--- src/rtl/husky_pkg.sv ---
// Shared HuskyLens command codes and request-scheduler state encoding.
package husky_pkg;

   localparam logic [7:0] CMD_NONE                  = 8'h00;
   localparam logic [7:0] CMD_REQUEST_KNOCK         = 8'h2C;
   localparam logic [7:0] CMD_REQUEST_ARROW_LEARNED = 8'h25;

   typedef enum logic [1:0] {
      ST_IDLE = 2'd0,
      ST_BUSY = 2'd1,
      ST_GAP  = 2'd2
   } sched_state_t;

endpackage

--- src/rtl/husky_rr_pick.sv ---
// Combinational round-robin picker: first set request at or after rr_ptr, wrapping.
// Zero latency; no handshake of its own, the caller owns rr_ptr.
module husky_rr_pick #(
   parameter int N = 3,
   parameter int W = $clog2(N)
) (
   input  logic [N-1:0] req_valid,
   input  logic [W-1:0] rr_ptr,
   output logic         any,
   output logic [W-1:0] idx
);

   always_comb begin
      any = |req_valid;
      idx = '0;
      // Walk from the farthest offset down so the offset closest to rr_ptr wins.
      for (int k = N - 1; k >= 0; k--) begin
         int p;
         p = int'(rr_ptr) + k;
         if (p >= N) begin
            p = p - N;
         end
         if (req_valid[p]) begin
            idx = W'(p);
         end
      end
   end

endmodule

--- src/rtl/husky_req_sched.sv ---
// Round-robin arbiter sharing the HuskyLens request engine; grant registered one cycle after req_valid.
// Start held until done or timeout, then a forced idle gap; requesters wait on req_valid until ack/timeout.
module husky_req_sched
   import husky_pkg::*;
#(
   parameter int NUM_REQ     = 3,
   parameter int GAP_CYC     = 16,
   parameter int TIMEOUT_CYC = 1_000_000,
   localparam int OW         = $clog2(NUM_REQ)
) (
   input  logic                 clk,
   input  logic                 rst,
   input  logic [NUM_REQ-1:0]   req_valid,
   input  logic [8*NUM_REQ-1:0] req_cmd,
   input  logic [8*NUM_REQ-1:0] req_len,
   output logic [NUM_REQ-1:0]   req_ack,
   output logic [NUM_REQ-1:0]   req_timeout,
   output logic                 req_husky_start,
   output logic [7:0]           req_husky_cmd,
   output logic [7:0]           req_husky_data_len,
   input  logic                 req_husky_done,
   output logic                 busy,
   output logic [OW-1:0]        owner,
   output logic                 err_timeout
);

   localparam int TW = $clog2(TIMEOUT_CYC + 1);
   localparam int GW = $clog2(GAP_CYC + 1);
   localparam logic [TW-1:0] TO_LAST  = TW'(TIMEOUT_CYC - 1);
   localparam logic [GW-1:0] GAP_LAST = GW'(GAP_CYC - 1);
   localparam logic [OW-1:0] OWN_MAX  = OW'(NUM_REQ - 1);

   sched_state_t         r_state, w_state_nxt;
   logic                 r_start, w_start_nxt;
   logic [7:0]           r_cmd, w_cmd_nxt;
   logic [7:0]           r_len, w_len_nxt;
   logic [NUM_REQ-1:0]   r_ack, w_ack_nxt;
   logic [NUM_REQ-1:0]   r_to, w_to_nxt;
   logic [OW-1:0]        r_owner, w_owner_nxt;
   logic                 r_err, w_err_nxt;
   logic [OW-1:0]        r_rr_ptr, w_rr_ptr_nxt;
   logic [TW-1:0]        r_to_cnt, w_to_cnt_nxt;
   logic [GW-1:0]        r_gap_cnt, w_gap_cnt_nxt;

   logic                 w_pick_any;
   logic [OW-1:0]        w_pick_idx;
   logic [OW-1:0]        w_ptr_adv;
   logic                 w_finish;

   husky_rr_pick #(
      .N (NUM_REQ),
      .W (OW)
   ) u_pick (
      .req_valid (req_valid),
      .rr_ptr    (r_rr_ptr),
      .any       (w_pick_any),
      .idx       (w_pick_idx)
   );

   assign w_ptr_adv = (r_owner == OWN_MAX) ? '0 : r_owner + 1'b1;
   assign w_finish  = req_husky_done || (r_to_cnt == TO_LAST);

   always_comb begin
      w_state_nxt   = r_state;
      w_start_nxt   = r_start;
      w_cmd_nxt     = r_cmd;
      w_len_nxt     = r_len;
      w_ack_nxt     = '0;
      w_to_nxt      = '0;
      w_owner_nxt   = r_owner;
      w_err_nxt     = r_err;
      w_rr_ptr_nxt  = r_rr_ptr;
      w_to_cnt_nxt  = r_to_cnt;
      w_gap_cnt_nxt = r_gap_cnt;
      case (r_state)
         ST_IDLE: begin
            if (w_pick_any) begin
               w_state_nxt  = ST_BUSY;
               w_start_nxt  = 1'b1;
               w_cmd_nxt    = req_cmd[{w_pick_idx, 3'b000} +: 8];
               w_len_nxt    = req_len[{w_pick_idx, 3'b000} +: 8];
               w_owner_nxt  = w_pick_idx;
               w_to_cnt_nxt = '0;
            end
         end
         ST_BUSY: begin
            if (r_to_cnt != TO_LAST) begin
               w_to_cnt_nxt = r_to_cnt + 1'b1;
            end
            if (w_finish) begin
               w_state_nxt   = ST_GAP;
               w_start_nxt   = 1'b0;
               w_cmd_nxt     = CMD_NONE;
               w_len_nxt     = 8'h00;
               w_rr_ptr_nxt  = w_ptr_adv;
               w_gap_cnt_nxt = '0;
               // A done arriving on the limit cycle still counts as success.
               if (req_husky_done) begin
                  w_ack_nxt[r_owner] = 1'b1;
               end else begin
                  w_to_nxt[r_owner] = 1'b1;
                  w_err_nxt         = 1'b1;
               end
            end
         end
         ST_GAP: begin
            if (r_gap_cnt == GAP_LAST) begin
               w_state_nxt = ST_IDLE;
            end else begin
               w_gap_cnt_nxt = r_gap_cnt + 1'b1;
            end
         end
         default: begin
            w_state_nxt = ST_IDLE;
         end
      endcase
   end

   always_ff @(posedge clk) begin
      if (rst) begin
         r_state   <= ST_IDLE;
         r_start   <= 1'b0;
         r_cmd     <= CMD_NONE;
         r_len     <= 8'h00;
         r_ack     <= '0;
         r_to      <= '0;
         r_owner   <= '0;
         r_err     <= 1'b0;
         r_rr_ptr  <= '0;
         r_to_cnt  <= '0;
         r_gap_cnt <= '0;
      end else begin
         r_state   <= w_state_nxt;
         r_start   <= w_start_nxt;
         r_cmd     <= w_cmd_nxt;
         r_len     <= w_len_nxt;
         r_ack     <= w_ack_nxt;
         r_to      <= w_to_nxt;
         r_owner   <= w_owner_nxt;
         r_err     <= w_err_nxt;
         r_rr_ptr  <= w_rr_ptr_nxt;
         r_to_cnt  <= w_to_cnt_nxt;
         r_gap_cnt <= w_gap_cnt_nxt;
      end
   end

   assign req_husky_start    = r_start;
   assign req_husky_cmd      = r_cmd;
   assign req_husky_data_len = r_len;
   assign req_ack            = r_ack;
   assign req_timeout        = r_to;
   assign owner              = r_owner;
   assign err_timeout        = r_err;
   assign busy               = (r_state != ST_IDLE);

endmodule

--- config.mk ---
export PLATFORM = sky130hd
export DESIGN_NAME = husky_req_sched
export DESIGN_NICKNAME = d
export VERILOG_FILES = /design/src/rtl/husky_pkg.sv /design/src/rtl/husky_rr_pick.sv /design/src/rtl/husky_req_sched.sv
export SDC_FILE = /design/constraint.sdc
export NUM_CORES = 1
export LEC_CHECK = 0
export CAP_MARGIN = 25
export CORE_MARGIN = 2
export CORE_UTILIZATION = 44
export DETAILED_ROUTE_END_ITERATION = 12
export PLACE_DENSITY = 0.8
export SYNTH_ARGS = -nofsm -noshare
export SYNTH_HDL_FRONTEND = slang
export SYNTH_SLANG_ARGS = --single-unit
--- constraint.sdc ---
create_clock -name clk -period 2.1 [get_ports clk]
set_clock_uncertainty 0.15 [all_clocks]
set_input_delay 0.21 -clock clk [delete_from_list [all_inputs] [get_ports clk]]
set_output_delay 0.21 -clock clk [all_outputs]
set_load 0.02 [all_outputs]
* Yosys cells after proc, flatten, opt, wreduce, memory -nomap -nowiden *
Index checks and enable logic that the tools add are counted.

cells by class
  reductions and logical operators = 16
  muxes and demuxes = 36
  equality and inequality tests = 11
  shifts and indexed selects = 2
  $add $sub $neg = 8
  bitwise gates (word level) = 3
  magnitude comparators = 8

operators with widths
  cell                   number
  $lt 32x4->1 const B    3
  $mux 32                3
  $ge 32x3->1 const B    2
  $sub 32x3->32 const B  2
  $shiftx 24x6->8        2
  $mux 20                2
  $pmux 20 s2            1
  $pmux 8 s2             2
  $mux 8                 3
  $add 20x1->20 const B  1
  $eq 20x20->1 const B   1
  $ne 20x20->1 const B   1
  $reduce_and 3->1       5
  $mux 2                 7
  $mux 5                 2
  $pmux 5 s2             1
  $mux 1                 9
  $ne 2x2->1 const B     4
  $reduce_or 4->1        2
  $bmux 1 s2             3
  $pmux 2 s3             1
  $reduce_bool 2->1      3
  $add 5x1->5 const B    1
  $eq 5x4->1 const B     1
  18 further kinds       22

storage, ports and cells
  bits in registers = 55

* Logic depth before layout (Yosys ltp) *
  word-level depth = 12
  mapped depth = 8

* Modules after synthesis *
Synthesis repeated with hierarchy kept, for this count alone.

second synthesis, totals
  cell total of the unflattened synthesis = 346
  area, all modules = 3081.7 um^2

modules (own cells, without submodules)
  module           sequential area each (um^2)  times used  cells an instance  area an instance (um^2)
  husky_req_sched  1101.1                       1           326                2931.6
  husky_rr_pick    0.0                          1           20                 150.1

* Least setup slack after synthesis *
No wires, ideal clock.

  path type = reg2reg
  start = register r_rr_ptr[0]
  end = register r_cmd[0], in the netlist req_husky_cmd[0]
  slack = -0.048 ns
  stages on the path, launching flop included = 8
  required time = 1.824 ns
  data arrival time = 1.873 ns
  library setup time = 0.126 ns
  cells stage by stage = dfxtp_1 inv_1 ha_1 nor3b_1 o31ai_4 buf_12 mux2i_1 o221ai_2

between the ends
  word-level cells in the longest chain between the ends = 12
  elaborated cells between the ends (all ways) = 26

RTL lines
  element                                              line                                      RTL
  from (decl)                                          husky_req_sched.sv:41                     logic [OW-1:0] r_rr_ptr, w_rr_ptr_nxt;
  from (signal assigned)                               husky_req_sched.sv:141                    r_rr_ptr <= w_rr_ptr_nxt;
  $add 2x2->3                                          husky_rr_pick.sv:19                       p = int'(rr_ptr) + k;
  $sub 32x3->32 / $ge 32x3->1 (equally long branches)  husky_rr_pick.sv:21, husky_rr_pick.sv:20
  $mux 32                                              husky_rr_pick.sv:20                       if (p >= N) begin
  $bmux 1 s2                                           husky_rr_pick.sv:23                       if (req_valid[p]) begin
  $mux 1 (not written as such) (2 in series)           husky_rr_pick.sv:23
  $mux 2 (2 in series)                                 husky_rr_pick.sv:23
  $mux 2 (*)                                           husky_rr_pick.sv:23
  $shiftx 24x6->8 (*)                                  husky_req_sched.sv:80                     w_cmd_nxt = req_cmd[{w_pick_idx, 3'b000} +: 8];
  $mux 8 (*)                                           husky_req_sched.sv:77                     if (w_pick_any) begin
  $pmux 8 s2 (*)                                       husky_req_sched.sv:75                     case (r_state)
  to (signal assigned)                                 husky_req_sched.sv:135                    r_cmd <= w_cmd_nxt;
  to (decl)                                            husky_req_sched.sv:35                     logic [7:0] r_cmd, w_cmd_nxt;

Mark *: on every way between the ends. The rest lies on a longest branch, timed or not. The select of a mux whose other input is x is not followed.
A chain may end at the register's enable or synchronous reset.

* Worst setup path in the final report *
  start = register r_rr_ptr[1]
  end = register r_len[0], in the netlist req_husky_data_len[0]

between the ends
  word-level cells in the longest chain between the ends = 12
  elaborated cells between the ends (all ways) = 26

RTL lines
  element                                              line                                      RTL
  $add 2x2->3                                          husky_rr_pick.sv:19
  $sub 32x3->32 / $ge 32x3->1 (equally long branches)  husky_rr_pick.sv:21, husky_rr_pick.sv:20
  $mux 32                                              husky_rr_pick.sv:20
  $bmux 1 s2                                           husky_rr_pick.sv:23
  $mux 1 (not written as such) (2 in series)           husky_rr_pick.sv:23
  $mux 2 (2 in series)                                 husky_rr_pick.sv:23
  $mux 2 (*)                                           husky_rr_pick.sv:23
  $shiftx 24x6->8 (*)                                  husky_req_sched.sv:81                     w_len_nxt = req_len[{w_pick_idx, 3'b000} +: 8];
  $mux 8 (*)                                           husky_req_sched.sv:77
  $pmux 8 s2 (*)                                       husky_req_sched.sv:75
  to (signal assigned)                                 husky_req_sched.sv:136                    r_len <= w_len_nxt;
  to (decl)                                            husky_req_sched.sv:36                     logic [7:0] r_len, w_len_nxt;

Marked as above.

==> impl_metrics.json <==
{
  "yosys_warnings": 0,
  "grt_usage_pct": 22.0,
  "critPathKind": "flip-flop to flip-flop",
  "ir_worst_vdd_uv": 360,
  "critPathMaxFanout": 16,
  "yosysSeqAreaShare_pct": 37.4,
  "worst_setup_path_end_kind": "flip-flop",
  "htreeDepth": 2,
  "synth_area_sq_um": 2950,
  "status": "finished, violations left",
  "syn_area_per_cell_sq_um": 9.35,
  "wl_mm": 7.94,
  "drtAntennaViolNets": 0,
  "port_buffers": 80,
  "worst_ep_arrival_time_ns": 2.13,
  "tightest_slew_ns": 0.405,
  "netSwitchingFraction_pct": 31.0,
  "fin_setup_tns_ns": 0,
  "routabilityCongestion": 0.855,
  "cts_tree": "done",
  "dp.cells": 493,
  "layout-drive-gt1-share_pct": 20.6,
  "via_per_inst": 5.52,
  "drcViolationCount": 11,
  "grt_pass1_wl_mm": 12.9,
  "drv_slew": 0,
  "num_vias": 2782,
  "drv_cap": 0,
  "dr.first_iter.drc_count": 111,
  "async_reset_ff_share_pct": 0,
  "cpMaxStageDelayCell": "dfxtp_1",
  "dieArea_sq_um": 7370,
  "overflow": 0,
  "layout_commonest_cell": "clkdlybuf4s50_1",
  "ios": 81,
  "cp-startpoint": "r_rr_ptr[1]",
  "power_frac_clock_pct": 24.5,
  "p_switching_mw": 0.786,
  "cpPeakStageDelay_ns": 0.37,
  "start_util_pct": 45.9,
  "drt_first_pass_iters": 9,
  "p_comb_share_pct": 30.2,
  "post_drt_wl_per_cell_microns": 15.8,
  "dp_slack_ns": -0.165,
  "antenna_found_initial": 0,
  "fin_crit_ns": 2.06,
  "fmax_mhz": 484,
  "final_cell_area_sq_um": 4240,
  "cts_root_buf": "clkbuf_8",
  "num_rows": 29,
  "grt_pass1_vias": 2742,
  "place_hpwl_mm": 6.01,
  "fill_cells": 494,
  "clock_sinks": 55,
  "ys.flop_type": "dfxtp_1",
  "reg2reg_from": "r_rr_ptr[1]",
  "min_path_type": "primary input to flip-flop",
  "postCtsHoldBufs": 0,
  "hold_violations": 0,
  "setup_slack_ns": 0.0355,
  "synthesis.nets": 375,
  "synth_top_area_share_pct": 37.4,
  "maxSlewHeadroom_pct": 73.0,
  "dpl-instance-area_sq_um": 4030,
  "grt_setup_unrepaired": "true",
  "hp-start": "req_cmd[16]",
  "synth_edf_count": 0,
  "synth_cells": 315,
  "worstPathRequired_ns": 2.17,
  "insertion_delay_ns": 0.32,
  "violations": "DRC",
  "grt_start_max_net_pins": 20,
  "finalSetupViolations": 0,
  "synth.distinct_cells": 64,
  "die_x_microns": 85.8,
  "area_growth_pct": 44.0,
  "die_height_microns": 85.8,
  "synth_top_area_cell": "dfxtp_1",
  "r2r_slack_ns": 0.04,
  "seq_area_sq_um": 1100,
  "cts_buffers": 5,
  "fin_crit_sh_pct": 98.3,
  "clockBufferDepth": 2,
  "cp-start-kind": "flip-flop",
  "ys_ff_latch": 55,
  "final_cell_mix": "clkdlybuf4s50_1, dfxtp_1, nand2_1, buf_4, inv_1",
  "path_clk_slew_ns": 0.11,
  "power_frac_seq_pct": 45.3,
  "path_cells": "inv_1 > ha_4 > nand3b_1 > o21ai_2 > o31ai_4 > buf_12 > mux2i_1 > o221ai_2",
  "power_density_nw_per_um2": 598,
  "hold_slack_ns": 0.310,
  "num-nets-final": 486,
  "synth.area.top_cells": "dfxtp_1, mux2i_1, o221ai_2",
  "fin_cells": 504,
  "p_leak_nw": 1.59,
  "core-area_sq_um": 6420,
  "internal-power_mw": 1.75,
  "multiInputGateArea_sq_um": 1740,
  "antennaDiodeCount": 0
}
-- flip-flops by register name, indices dropped and copies added (netlist names) --
name and flops:
r_state 2, req_ack 3, r_to_cnt 20, req_husky_start 1, r_rr_ptr 2, r_gap_cnt 5, req_husky_data_len 8, req_timeout 3
req_husky_cmd 8, err_timeout 1, owner 2
-- cell type report --
cell class / instances / area share [%]
multi-input combinational: 227 / 41.0
timing repair buffer: 113 / 26.4
clock inverter: 3 / 0.619
clock buffer: 5 / 1.62
tap: 77 / 2.27
inverter: 24 / 2.12
sequential: 55 / 26.0
-- power groups by stage --
stage | clock network (mW) | logic, mW | registers (mW)
2_1_floorplan | 0 | 0.328 | 1.23
3_3_place_gp | 0 | 0.700 | 1.17
3_5_place_dp | 0 | 0.721 | 1.17
4_1_cts | 0.639 | 0.760 | 1.15
5_1_grt | 0.684 | 0.818 | 1.16
6_report | 0.622 | 0.766 | 1.15
-- final timing paths --
check	to	cells past startpoint
hold reg to reg	err_timeout	1
setup reg to reg	req_husky_data_len[0]	8
hold / removal	req_husky_cmd[0]	3
setup / recovery	req_husky_data_len[0]	8
-- critical path: cells and delay by family (launching register included) --
kind | cells | cell delay [ns]
AOI/OAI and AO/OA | 3 | 0.48
DFF | 1 | 0.37
buffers and inverters | 2 | 0.34
muxes | 1 | 0.29
adders and majority gates | 1 | 0.19
and+or+nand+nor | 1 | 0.13
-- what timing repair did --
| item | in CTS | in global routing |
|---|---|---|
| buffers inserted | 2 | 0 |
| gates resized for setup | 10 | 7 |
| hold endpoints to repair | 0 | 0 |
| cloned | 1 | 0 |
| pin swaps | 1 | 1 |
| endpoints found under the setup margin | 16 | 19 |
-- synth_stat cells, types with 2 or more instances --
library cell / number
inv_1: 24
nand2b_1: 2
xnor2_1: 8
nand3_1: 14
and4_1: 2
or3_1: 5
and3_1: 7
o21ai_0: 6
clkbuf_1: 2
nor3_2: 2
ha_1: 6
o221ai_2: 10
o221ai_1: 6
o31ai_1: 3
xor2_1: 3
nand4_1: 4
nor4b_2: 2
a31oi_1: 2
o21a_1: 2
nor2b_1: 2
and2_1: 2
o21ai_1: 3
nor2_1: 18
mux2i_1: 16
o211ai_1: 6
buf_2: 2
nand2_1: 34
a21oi_2: 2
dfxtp_1: 55
or4_1: 7
buf_6: 3
a21oi_1: 10
nand2_2: 2
nor4_1: 3
nor3b_1: 3
nor3_1: 9
-- metrics by stage --
stage | util (%) | power (mW)
3_3_place_gp | 62.8 | 1.87
5_1_grt | 66.1 | 2.66
3_5_place_dp | 62.8 | 1.89
6_report | 66.1 | 2.54
2_1_floorplan | - | 1.56
4_1_cts | 65.6 | 2.55
-- per-layer routing --
layer | global-route usage [%] | vias to the layer above | wire length, microns | part of all wire (%)
met1 | 26.7 | 1312 | 3460 | 44
met4 | 6.06 | 0 | 114 | 1.4
met5 | 0 | - | 0 | 0
met3 | 4.91 | 10 | 440 | 5.5
li1 | - | 1375 | - | -
met2 | 39.0 | 85 | 3930 | 49
-- cells by family (layout without fill, tap and decap cells) --
logic type      after synthesis  in the layout  share of synthesized area [%]
simple gates                131            131                           26.1
compound gates               63             63                           19.4
flops                        55             55                           37.4
buf+inv                      33            145                           5.94
mux                          16             16                           5.44
xor+xnor                     11             11                           3.27
fa+ha+maj                     6              6                           2.55
(Power assumes the default switching activity.)
